File: config.mk
export PLATFORM = sky130hd
export DESIGN_NAME = mem_mult_ctrl
export DESIGN_NICKNAME = d
export VERILOG_FILES = /design/src/rtl/mem_mult_ctrl_pkg.sv /design/src/rtl/mem_mult_ctrl_shift_add_mult.sv /design/src/rtl/mem_mult_ctrl.sv
export SDC_FILE = /design/constraint.sdc
export NUM_CORES = 1
export LEC_CHECK = 0
export CAP_MARGIN = 5
export CORE_AREA = 4 4 119 92
export DETAILED_ROUTE_END_ITERATION = 16
export DIE_AREA = 0 0 123 96
export PLACE_DENSITY = 0.6
export SLEW_MARGIN = 5
export SYNTH_ARGS = -nofsm -noshare
export SYNTH_HDL_FRONTEND = slang
export SYNTH_SLANG_ARGS = --single-unit
File: constraint.sdc
create_clock -name clk -period 2.41 [get_ports clk]
set_input_delay 0.6025 -clock clk [delete_from_list [all_inputs] [get_ports clk]]
set_output_delay 0.6025 -clock clk [all_outputs]
set_load 0.01 [all_outputs]
File: src/rtl/mem_mult_ctrl_pkg.sv
// rtl/mem_mult_ctrl_pkg.sv - shared constants and state encoding for the RAM-backed multiplier
package mem_mult_ctrl_pkg;

    localparam int DATA_W_DEF = 8;
    localparam int ADR_W_DEF  = 3;
    // One shift-add iteration per operand bit.
    localparam int MUL_CYCLES = DATA_W_DEF;

    typedef enum logic [2:0] {
        IDLE  = 3'd0,
        RD_A  = 3'd1,
        LD_A  = 3'd2,
        LD_B  = 3'd3,
        MUL   = 3'd4,
        WR_LO = 3'd5,
        WR_HI = 3'd6,
        DONE  = 3'd7
    } state_t;

endpackage

File: src/rtl/mem_mult_ctrl_shift_add_mult.sv
// rtl/mem_mult_ctrl_shift_add_mult.sv - sequential unsigned shift-add multiplier, one iteration per step
//
// Ports:
//   clk, rst_n   clock, asynchronous active-low reset
//   load         capture op_a/op_b, clear accumulator and step counter
//   op_a, op_b   unsigned operands (sampled on load)
//   step         perform one shift-add iteration
//   acc          running / final product
//   last         high while the final iteration is the one being stepped
module shift_add_mult
    import mem_mult_ctrl_pkg::*;
#(
    parameter int DATA_W = DATA_W_DEF,
    parameter int STEPS  = MUL_CYCLES
) (
    input  logic                  clk,
    input  logic                  rst_n,
    input  logic                  load,
    input  logic [DATA_W-1:0]     op_a,
    input  logic [DATA_W-1:0]     op_b,
    input  logic                  step,
    output logic [2*DATA_W-1:0]   acc,
    output logic                  last
);

    localparam int CNT_W = (STEPS > 1) ? $clog2(STEPS) : 1;

    // Multiplicand shifts left into the upper half; multiplier shifts right
    // so its LSB always selects whether this iteration adds.
    logic [2*DATA_W-1:0] mcand_q,  mcand_d;
    logic [DATA_W-1:0]   mplier_q, mplier_d;
    logic [2*DATA_W-1:0] acc_q,    acc_d;
    logic [CNT_W-1:0]    count_q,  count_d;

    always_comb begin
        mcand_d  = mcand_q;
        mplier_d = mplier_q;
        acc_d    = acc_q;
        count_d  = count_q;
        if (load) begin
            mcand_d  = {{DATA_W{1'b0}}, op_a};
            mplier_d = op_b;
            acc_d    = '0;
            count_d  = '0;
        end else if (step) begin
            if (mplier_q[0]) begin
                acc_d = acc_q + mcand_q;
            end
            mcand_d  = mcand_q << 1;
            mplier_d = mplier_q >> 1;
            count_d  = count_q + 1'b1;
        end
    end

    always_ff @(posedge clk or negedge rst_n) begin
        if (!rst_n) begin
            mcand_q  <= '0;
            mplier_q <= '0;
            acc_q    <= '0;
            count_q  <= '0;
        end else begin
            mcand_q  <= mcand_d;
            mplier_q <= mplier_d;
            acc_q    <= acc_d;
            count_q  <= count_d;
        end
    end

    assign acc  = acc_q;
    assign last = (count_q == CNT_W'(STEPS - 1));

endmodule

File: src/rtl/mem_mult_ctrl.sv
// rtl/mem_mult_ctrl.sv - RAM initiator: read two operands, multiply, write 16-bit product back
//
// Ports:
//   clk, rst_n         clock, asynchronous active-low reset
//   start              request pulse, sampled only in IDLE
//   a_adr, b_adr       operand addresses (latched on start)
//   p_adr              product low-byte address; high byte goes to p_adr+1 (wraps)
//   mem_w, mem_din     RAM write enable / write data
//   mem_adr            RAM address
//   mem_dout           RAM registered read data (one cycle after address)
//   busy               high in every state but IDLE
//   done               one-cycle completion pulse
//   product            last completed product, held until the next completion
module mem_mult_ctrl
    import mem_mult_ctrl_pkg::*;
#(
    parameter int DATA_W = DATA_W_DEF,
    parameter int ADR_W  = ADR_W_DEF
) (
    input  logic                  clk,
    input  logic                  rst_n,
    input  logic                  start,
    input  logic [ADR_W-1:0]      a_adr,
    input  logic [ADR_W-1:0]      b_adr,
    input  logic [ADR_W-1:0]      p_adr,
    output logic                  mem_w,
    output logic [DATA_W-1:0]     mem_din,
    output logic [ADR_W-1:0]      mem_adr,
    input  logic [DATA_W-1:0]     mem_dout,
    output logic                  busy,
    output logic                  done,
    output logic [2*DATA_W-1:0]   product
);

    state_t                state_q, state_d;
    logic [ADR_W-1:0]      a_q, a_d;
    logic [ADR_W-1:0]      b_q, b_d;
    logic [ADR_W-1:0]      p_q, p_d;
    logic [DATA_W-1:0]     op_a_q, op_a_d;
    logic [2*DATA_W-1:0]   product_q, product_d;

    logic                  mul_load;
    logic                  mul_step;
    logic [2*DATA_W-1:0]   mul_acc;
    logic                  mul_last;

    shift_add_mult #(
        .DATA_W (DATA_W),
        .STEPS  (DATA_W)
    ) u_mult (
        .clk    (clk),
        .rst_n  (rst_n),
        .load   (mul_load),
        .op_a   (op_a_q),
        .op_b   (mem_dout),
        .step   (mul_step),
        .acc    (mul_acc),
        .last   (mul_last)
    );

    // RAM outputs are decoded from state only, so an asynchronous reset
    // drops mem_w immediately without waiting for a clock edge.
    always_comb begin
        state_d   = state_q;
        a_d       = a_q;
        b_d       = b_q;
        p_d       = p_q;
        op_a_d    = op_a_q;
        product_d = product_q;
        mem_w     = 1'b0;
        mem_din   = '0;
        mem_adr   = '0;
        busy      = 1'b1;
        done      = 1'b0;
        mul_load  = 1'b0;
        mul_step  = 1'b0;

        case (state_q)
            IDLE: begin
                busy = 1'b0;
                if (start) begin
                    a_d     = a_adr;
                    b_d     = b_adr;
                    p_d     = p_adr;
                    state_d = RD_A;
                end
            end
            RD_A: begin
                mem_adr = a_q;
                state_d = LD_A;
            end
            LD_A: begin
                // Read data for A arrives now; B's read is issued in the same cycle.
                op_a_d  = mem_dout;
                mem_adr = b_q;
                state_d = LD_B;
            end
            LD_B: begin
                // mem_dout carries B here and feeds the multiplier load directly.
                mul_load = 1'b1;
                state_d  = MUL;
            end
            MUL: begin
                mul_step = 1'b1;
                if (mul_last) begin
                    state_d = WR_LO;
                end
            end
            WR_LO: begin
                mem_w   = 1'b1;
                mem_adr = p_q;
                mem_din = mul_acc[DATA_W-1:0];
                state_d = WR_HI;
            end
            WR_HI: begin
                mem_w   = 1'b1;
                mem_adr = p_q + 1'b1;
                mem_din = mul_acc[2*DATA_W-1:DATA_W];
                state_d = DONE;
            end
            DONE: begin
                done      = 1'b1;
                product_d = mul_acc;
                state_d   = IDLE;
            end
            default: begin
                state_d = IDLE;
            end
        endcase
    end

    always_ff @(posedge clk or negedge rst_n) begin
        if (!rst_n) begin
            state_q   <= IDLE;
            a_q       <= '0;
            b_q       <= '0;
            p_q       <= '0;
            op_a_q    <= '0;
            product_q <= '0;
        end else begin
            state_q   <= state_d;
            a_q       <= a_d;
            b_q       <= b_d;
            p_q       <= p_d;
            op_a_q    <= op_a_d;
            product_q <= product_d;
        end
    end

    assign product = product_q;

endmodule

==> flow_metrics.tcl, run 1 <==
set metrics [dict create \
    status "completed" \
    drc_errors 0 \
    hpwl_mm 7.19 \
    area.growth.synth_to_final_pct 26.9 \
    tightest_slew_ns 0.569 \
    htreeDepth 3 \
    start_util_pct 42.8 \
    relSlewSlack_pct 62.0 \
    hp-class "in -> async" \
    drive_gt1_share_pct 21.3 \
    dieHeight_microns 96 \
    finClkSkew_ns 0.00449 \
    grt_usage_pct 17.7 \
    core_sq_um 9660 \
    root_buffer "clkbuf_16" \
    ant_nets 0 \
    wire_per_inst_microns 16.3 \
    min_period_over_period_pct 97.6 \
    cts_buffers 9 \
    antenna_found_initial 0 \
    yosys_most_used_dff "dfrtp_1" \
    place_ws_ns 0.0699 \
    rsz0062_at_grt "no" \
    fin_ws_ns 0.0575 \
    drv_cap 0 \
    fin_nets 512 \
    synthCells 401 \
    num_vias 3241 \
    critPathLaunchType "flop" \
    worstSetupPathType "reg -> out" \
    power.total_mw 6.43 \
    ctsHoldBuffers 0 \
    yosys_warnings 0 \
    required_ns 1.81 \
    cp.arrival_ns 1.75 \
    globalRouteOverflowTotal 0 \
    ios 50 \
    clockBufferDepth 2 \
    rows 31 \
    drt_iter0_markers 186 \
    end_kind "output port" \
    timing.final.hold_violations 0 \
    clock_sinks 79 \
    fmax_mhz 425 \
    slew_violations 0 \
    synth-seq-area-share_pct 47.8 \
    drt-pass1-iter-count 5 \
    grt_max_degree 44 \
    syn-cell-area_sq_um 4140 \
    yosysUniqueCellTypes 43 \
    vdd_ir_drop_max_mv 0.439 \
    cts_tree "built" \
    clkTransAtPathRegs_ns 0.06 \
    synth_nets 444 \
    synth_edf_count 0 \
    fp.dieArea_sq_um 11800 \
    leakage_nw 2.49 \
    path_max_fanout 5 \
    routed_wirelength_mm 9.90 \
    die_w_microns 123 \
    via_per_inst 5.35 \
    clk_latency_ns 0.34 \
    synth-seq-cells 79 \
    ys_async_sr_fraction_pct 100 \
    min_period_ns 2.35 \
    setup_viol 0 \
    io_buffer_count 49 \
    finalSetupTns_ns 0 \
    antenna_cells 0 \
    power.density_nw_per_um2 1220 \
    gp_congestion 0.894 \
    grt_pass1_vias 3062 \
    avgSynthCellArea_sq_um 10.3 \
    grt_pass1_wl_mm 16.1 \
]
## cells in the final DEF (no fill, tap or decap), types with 6 or more instances in the layout
master / instances
a22o_1: 10
clkbuf_16: 9
ha_1: 19
clkdlybuf4s50_1: 36
nor2_1: 24
a21oi_1: 17
nand3_1: 14
nor2b_1: 10
dfrtp_1: 77
clkbuf_2: 8
xor2_1: 6
o21ai_0: 18
nand2_1: 53
a22oi_1: 9
a31oi_1: 15
a21o_1: 8
buf_4: 27
mux2_2: 35
## cell usage after synthesis (all sizes together), types with 4 or more instances
library cell / number / area share [%]
nand3: 14 / 1.7
a22o: 10 / 2.1
a21o: 8 / 1.5
nor2: 24 / 2.2
a21oi: 17 / 2.1
nand2: 53 / 4.8
mux2i: 5 / 1.2
xnor2: 4 / 0.85
nor3: 4 / 0.48
a31oi: 16 / 2.4
and3: 5 / 0.76
mux2: 35 / 9.5
o21ai: 18 / 2.2
buf: 4 / 0.42
a22oi: 11 / 2.0
dfrtp: 79 / 48
a211oi: 4 / 0.85
xor2: 6 / 1.3
ha: 22 / 6.7
clkbuf: 17 / 1.5
inv: 6 / 0.54
nor2b: 10 / 1.5
## registers in the layout, summed over array words and instances (netlist names)
register / cells
u_mult.mcand_q: 16
b_q: 3
product: 16
u_mult.mplier_q: 8
u_mult.acc: 16
a_q: 3
u_mult.count_q: 3
state_q: 3
op_a_q: 8
p_q: 3
## cells by family (layout without fill, tap and decap cells)
group           count (synthesis)  count (layout)  synth area share (%)
compound gates                100             100                  16.4
fa+ha+maj                      23              23                  7.14
flops                          79              79                  47.8
xor+xnor                       10              10                  2.12
simple gates                  122             122                  13.4
buf+inv                        27             100                  2.51
mux                            40              40                  10.7
## per-layer routing
metal / vias up / wire length, microns / track usage [%] / share of wire, %
met1: 1582 / 5100 / 26.7 / 52
met2: 76 / 4170 / 25.0 / 42
met5: - / 0 / 0 / 0
met3: 4 / 569 / 4.99 / 5.7
met4: 0 / 58 / 4.06 / 0.59
li1: 1579 / - / - / -
## power breakdown
| part | switching, mW | internal, mW | total (mW) |
|---|---|---|---|
| combinational | 1.47 | 1.38 | 2.86 |
| sequential | 0.384 | 1.82 | 2.21 |
| clock | 0.526 | 0.834 | 1.36 |
## stage by stage
step	std cells	utilization [%]	cell area, sq um	hold slack, ns
6_report	606	54.4	5250	0.261
5_1_grt	606	54.4	5250	0.305
4_1_cts	603	54.0	5220	0.281
3_5_place_dp	587	50.9	4920	0.489
3_3_place_gp	587	50.9	4920	0.486
2_1_floorplan	401	-	4140	0.307
## timing repair
action / CTS / global route
resized for setup: 17 / 26
hold endpoints to repair: 0 / 0
endpoints found under the setup margin: 13 / 16
buffers inserted: 0 / 3
## worst paths after layout
check / startpoint / endpoint / slack [ns] / depth (start not counted)
worst max-delay path: state_q[0]$_DFFE_PN0P_ / mem_adr[0] / 0.06 / 6
worst min-delay path: rst_n / product[12]$_DFFE_PN0P_ / 0.26 / 1
worst max register to register: u_mult.mcand_q[0]$_DFFE_PN0P_ / u_mult.acc[12]$_DFFE_PN0P_ / 0.09 / 8
worst min register to register: product[12]$_DFFE_PN0P_ / product[12]$_DFFE_PN0P_ / 0.50 / 1
max in group asynchronous: rst_n / state_q[0]$_DFFE_PN0P_ / 1.40 / 2
min in group clk: product[12]$_DFFE_PN0P_ / product[12]$_DFFE_PN0P_ / 0.50 / 1
## critical path, stage by stage (launching register included)
cell           delay, ns
dfrtp_2             0.45
inv_1               0.11
ha_2                0.23
buf_4               0.15
a22oi_2             0.07
nor2_1              0.13
dlygate4sd2_1       0.28
## area by class of cell
cell class / instances / area, sq um
timing repair buffer: 78 / 681
multi-input combinational: 295 / 2100
clock inverter: 4 / 53.8
tap: 132 / 165
inverter: 6 / 22.5
fill: 848 / 4410
sequential: 79 / 1980
clock buffer: 12 / 246
No activity file was read; power rests on OpenSTA's default activity.
==> run 2, diff against run 1 <==
Settings changed: PLACE_DENSITY 0.6 to 0.61.
==> flow_metrics.tcl, run 2 (synthesis gave the netlist of run 1 again) <==
set metrics [dict create \
    antenna_cells 0 \
    num_vias 3242 \
    io_buffer_count 49 \
    leakage_nw 2.54 \
    hp-class "in -> async" \
    ant_nets 0 \
    setup_viol 0 \
    via_per_inst 5.35 \
    holdWs_ns 0.227 \
    finClkSkew_ns 0.00752 \
    core_sq_um 9660 \
    dp.cells 587 \
    root_buffer "clkbuf_16" \
    gp_congestion 0.873 \
    drive_gt1_share_pct 20.3 \
    grt_pass1_wl_mm 15.9 \
    drv_cap 0 \
    fp.dieArea_sq_um 11800 \
    cts_buffers 9 \
    wire_per_inst_microns 15.9 \
    rsz0062_at_grt "yes" \
    drt-pass1-iter-count 4 \
    cts_tree "built" \
    min_period_ns 2.38 \
    clkTransAtPathRegs_ns 0.06 \
    timing.final.hold_violations 0 \
    area.growth.synth_to_final_pct 29.2 \
    end_kind "output port" \
    final_cells 606 \
    grt_pass1_vias 3053 \
    finish.utilization_pct 55.3 \
    power.density_nw_per_um2 1230 \
    die_w_microns 123 \
    rows 31 \
    vdd_ir_drop_max_mv 0.541 \
    grt_usage_pct 17.4 \
    layout_common_cells "dfrtp_1 (78), nand2_1 (53), mux2_2 (35), clkdlybuf4s50_1 (35), buf_4 (27)" \
    htreeDepth 3 \
    layout_commonest_cell "dfrtp_1" \
    worstSetupPathType "reg -> out" \
    status "completed" \
    slew_violations 0 \
    drt_iter0_markers 212 \
    clockBufferDepth 2 \
    tightest_slew_ns 0.552 \
    relSlewSlack_pct 63.1 \
    cp.arrival_ns 1.77 \
    clk_latency_ns 0.33 \
    start_util_pct 42.8 \
    clock_sinks 79 \
    globalRouteOverflowTotal 0 \
    routed_wirelength_mm 9.61 \
    path_max_fanout 6 \
    ios 50 \
    critPathLaunchType "flop" \
    antenna_found_initial 0 \
    dieHeight_microns 96 \
    required_ns 1.81 \
    drc_errors 0 \
    grt_max_degree 45 \
    fin_nets 512 \
    fmax_mhz 421 \
    ctsHoldBuffers 0 \
    hpwl_mm 7.00 \
    min_period_over_period_pct 98.6 \
]
## run 2: changes by cell type in the layout (fill, tap and decap cells not counted), sizes merged, moves of 2 or more
cell,previous run,this run
clkdlybuf4s15,0,5
dlygate4sd2,4,7
clkbuf,20,10
bufinv,1,3
clkinv,0,2
## run 2: path summary, 6_finish.rpt
kind / cells past startpoint / startpoint / slack (ns) / to
worst max-delay path: 5 / state_q[0]$_DFFE_PN0P_ / 0.03 / mem_adr[1]
worst min-delay path: 1 / rst_n / 0.23 / product[12]$_DFFE_PN0P_
worst max register to register: 7 / u_mult.mcand_q[0]$_DFFE_PN0P_ / 0.10 / u_mult.acc[8]$_DFFE_PN0P_
worst min register to register: 1 / product[0]$_DFFE_PN0P_ / 0.50 / product[0]$_DFFE_PN0P_
max in group asynchronous: 2 / rst_n / 1.57 / u_mult.mcand_q[10]$_DFFE_PN0P_
min in group clk: 1 / product[0]$_DFFE_PN0P_ / 0.50 / product[0]$_DFFE_PN0P_
## run 2: critical path: stages, from the launching register on
cell	delay [ns]
dfrtp_1	0.40
buf_4	0.16
ha_4	0.18
a221oi_1	0.30
a211oi_1	0.10
dlygate4sd2_1	0.30
## run 2: area by class of cell
| type | count | area, sq um |
|---|---|---|
| fillers | 825 | 4310 |
| flip-flops and latches | 79 | 1980 |
| repair buffers | 78 | 719 |
| inverters | 6 | 22.5 |
| well taps | 132 | 165 |
| multi-input cells | 295 | 2110 |
| clock inverters | 6 | 108 |
| clock buffers | 10 | 239 |
## run 2: repair_timing
item | in CTS | in global routing
buffers inserted | 1 | 2
resized for setup | 18 | 16
pin swaps | 0 | 1
setup endpoints to repair | 13 | 15
## run 2: routing by layer
metal	track usage (%)	vias to the layer above	share of wire [%]	routed length, microns
li1	-	1584	-	-
met1	26.5	1567	53	5070
met2	24.4	79	41	3910
met3	3.88	12	5.2	499
met4	5.53	0	1.4	130
met5	0	-	0	0
## run 2: where the power goes
group          internal [mW]  total (mW)  switching, mW
Clock                   1.04        1.56          0.522
Sequential              1.82        2.19          0.368
Combinational           1.39        2.85           1.46
Total                   4.25        6.59           2.35
## run 2: stage by stage
step	area (sq um)	setup TNS [ns]	total power, mW	setup slack, ns
4_1_cts	5280	0	6.56	0.00736
6_report	5340	0	6.59	0.0330
3_5_place_dp	4920	0	4.96	0.0349
3_3_place_gp	4920	0	4.90	0.0951
2_1_floorplan	4140	0	3.94	0.225
5_1_grt	5340	-0.00420	7.08	-0.00420
==> run 3, diff against run 2 <==
Settings changed: REMOVE_ABC_BUFFERS from default to 1.
==> flow_metrics.tcl, run 3 (synthesis gave the netlist of run 1 again) <==
set metrics [dict create \
    status "completed" \
    fin_nets 512 \
    ctsHoldBuffers 0 \
    drv_cap 0 \
    dieHeight_microns 96 \
    layout_common_cells "dfrtp_1 (78), nand2_1 (53), mux2_2 (35), clkdlybuf4s50_1 (35), buf_4 (26)" \
    drc_errors 0 \
    rows 31 \
    fmax_mhz 425 \
    routed_wirelength_mm 10.1 \
    end_kind "output port" \
    grt_usage_pct 18.5 \
    min_period_over_period_pct 97.5 \
    gp_congestion 0.835 \
    finClkSkew_ns 0.00646 \
    fp.dieArea_sq_um 11800 \
    timing.final.hold_violations 0 \
    area.growth.synth_to_final_pct 27.9 \
    hp-class "in -> async" \
    grt_pass1_wl_mm 16.9 \
    vdd_ir_drop_max_mv 0.497 \
    start_util_pct 42.8 \
    via_per_inst 5.36 \
    crit_path_start "state_q[0]$_DFFE_PN0P_" \
    root_buffer "clkbuf_16" \
    hpwl_mm 7.23 \
    core_sq_um 9660 \
    fillers 854 \
    drive_gt1_share_pct 20.6 \
    cp_slowest_stage_delay_ns 0.39 \
    power.density_nw_per_um2 1220 \
    grt_pass1_vias 3291 \
    clkTransAtPathRegs_ns 0.06 \
    worstSetupPathType "reg -> out" \
    htreeDepth 3 \
    tightest_slew_ns 0.595 \
    layout_commonest_cell "dfrtp_1" \
    die_w_microns 123 \
    cp.depth 5 \
    cts_tree "built" \
    io_buffer_count 49 \
    clock_sinks 79 \
    reg2reg_to "u_mult.acc[8]$_DFFE_PN0P_" \
    setup_viol 0 \
    crit_path_cell_trace "inv_1 -> ha_2 -> a22oi_1 -> a211oi_2 -> clkdlybuf4s15_1" \
    cts_buffers 9 \
    finish.utilization_pct 54.8 \
    rr_worst_depth 7 \
    ant_nets 0 \
    cp_top_family "compound AO/OA/AOI/OAI gates" \
    ios 50 \
    clockBufferDepth 2 \
    drt_iter0_markers 141 \
    rsz0062_at_grt "yes" \
    globalRouteOverflowTotal 0 \
    antenna_found_initial 0 \
    antenna_cells 0 \
    slew_violations 0 \
    path_max_fanout 5 \
    drt-pass1-iter-count 4 \
    grt_max_degree 41 \
    holdWs_ns 0.251 \
    min_period_ns 2.35 \
    relSlewSlack_pct 60.3 \
    leakage_nw 2.51 \
    num_vias 3235 \
    clk_latency_ns 0.34 \
    wire_per_inst_microns 16.7 \
    slowest_stage "dfrtp_1" \
    reg2reg_from "u_mult.acc[0]$_DFFE_PN0P_" \
    cp.arrival_ns 1.75 \
    crit_buf_inv 2 \
    cp-endpoint "mem_adr[1]" \
    r2r_setup_slack_ns 0.08 \
    critPathLaunchType "flop" \
    required_ns 1.81 \
]
==> run 3: worst min path at each step <==
stage,from,endpoint,slack [ns],cells after the start
finish,rst_n,u_mult.acc[15]$_DFFE_PN0P_,0.25,1
global route,rst_n,product[12]$_DFFE_PN0P_,0.29,1
CTS,rst_n,u_mult.acc[11]$_DFFE_PN0P_,0.26,1
detailed placement,u_mult.count_q[1]$_DFFE_PN0P_,u_mult.count_q[1]$_DFFE_PN0P_,0.49,1
global placement,product[15]$_DFFE_PN0P_,product[15]$_DFFE_PN0P_,0.49,1
floorplan,rst_n,a_q[0]$_DFFE_PN0P_,0.31,0
==> run 3: per-layer routing <==
layer | track usage, % | share of wire [%] | wire length, microns
met1 | 26.5 | 50 | 5060
met5 | 0 | 0 | 0
met4 | 6.27 | 1.6 | 157
met3 | 4.29 | 4.8 | 488
met2 | 27.6 | 44 | 4410
==> run 3: cell type report <==
class | count | area [sq um] | area share (%)
tap | 132 | 165 | 3.12
sequential | 79 | 1980 | 37.4
multi-input combinational | 295 | 2120 | 40.1
timing repair buffer | 78 | 719 | 13.6
clock buffer | 10 | 239 | 4.51
inverter | 6 | 22.5 | 0.425
clock inverter | 4 | 47.5 | 0.898
==> run 3: per-stage QoR <==
| stage | instance area [sq um] | setup WS [ns] | power [mW] | std cells | TNS [ns] |
|---|---|---|---|---|---|
| after floorplan | 4060 | -0.108 | 3.88 | 380 | -0.108 |
| after global placement | 4920 | 0.0592 | 4.93 | 587 | 0 |
| after detailed placement | 4920 | 0.0139 | 5.02 | 587 | 0 |
| after CTS | 5240 | 0.00440 | 6.42 | 604 | 0 |
| after global routing | 5290 | -0.0656 | 6.94 | 604 | -0.109 |
| final | 5290 | 0.0592 | 6.47 | 604 | 0 |
==> run 3: timing repair <==
item                                    4_1_cts  5_1_grt
setup buffers                                 3        0
gates resized for setup                      19       23
endpoints found under the setup margin       13       17
==> run 3: worst reg2reg max path: stages (launching register included) <==
cell and delay, ns:
dfrtp_1 0.41, ha_1 0.27, fa_1 0.41, a21o_1 0.23, a31oi_2 0.25, o21bai_1 0.12
a211o_1 0.30, a31o_2 0.24
==> run 3: report_power, final <==
group	internal [mW]	switching (mW)
Combinational	1.43	1.52
Clock	0.814	0.521
Sequential	1.82	0.365
Total	4.07	2.40
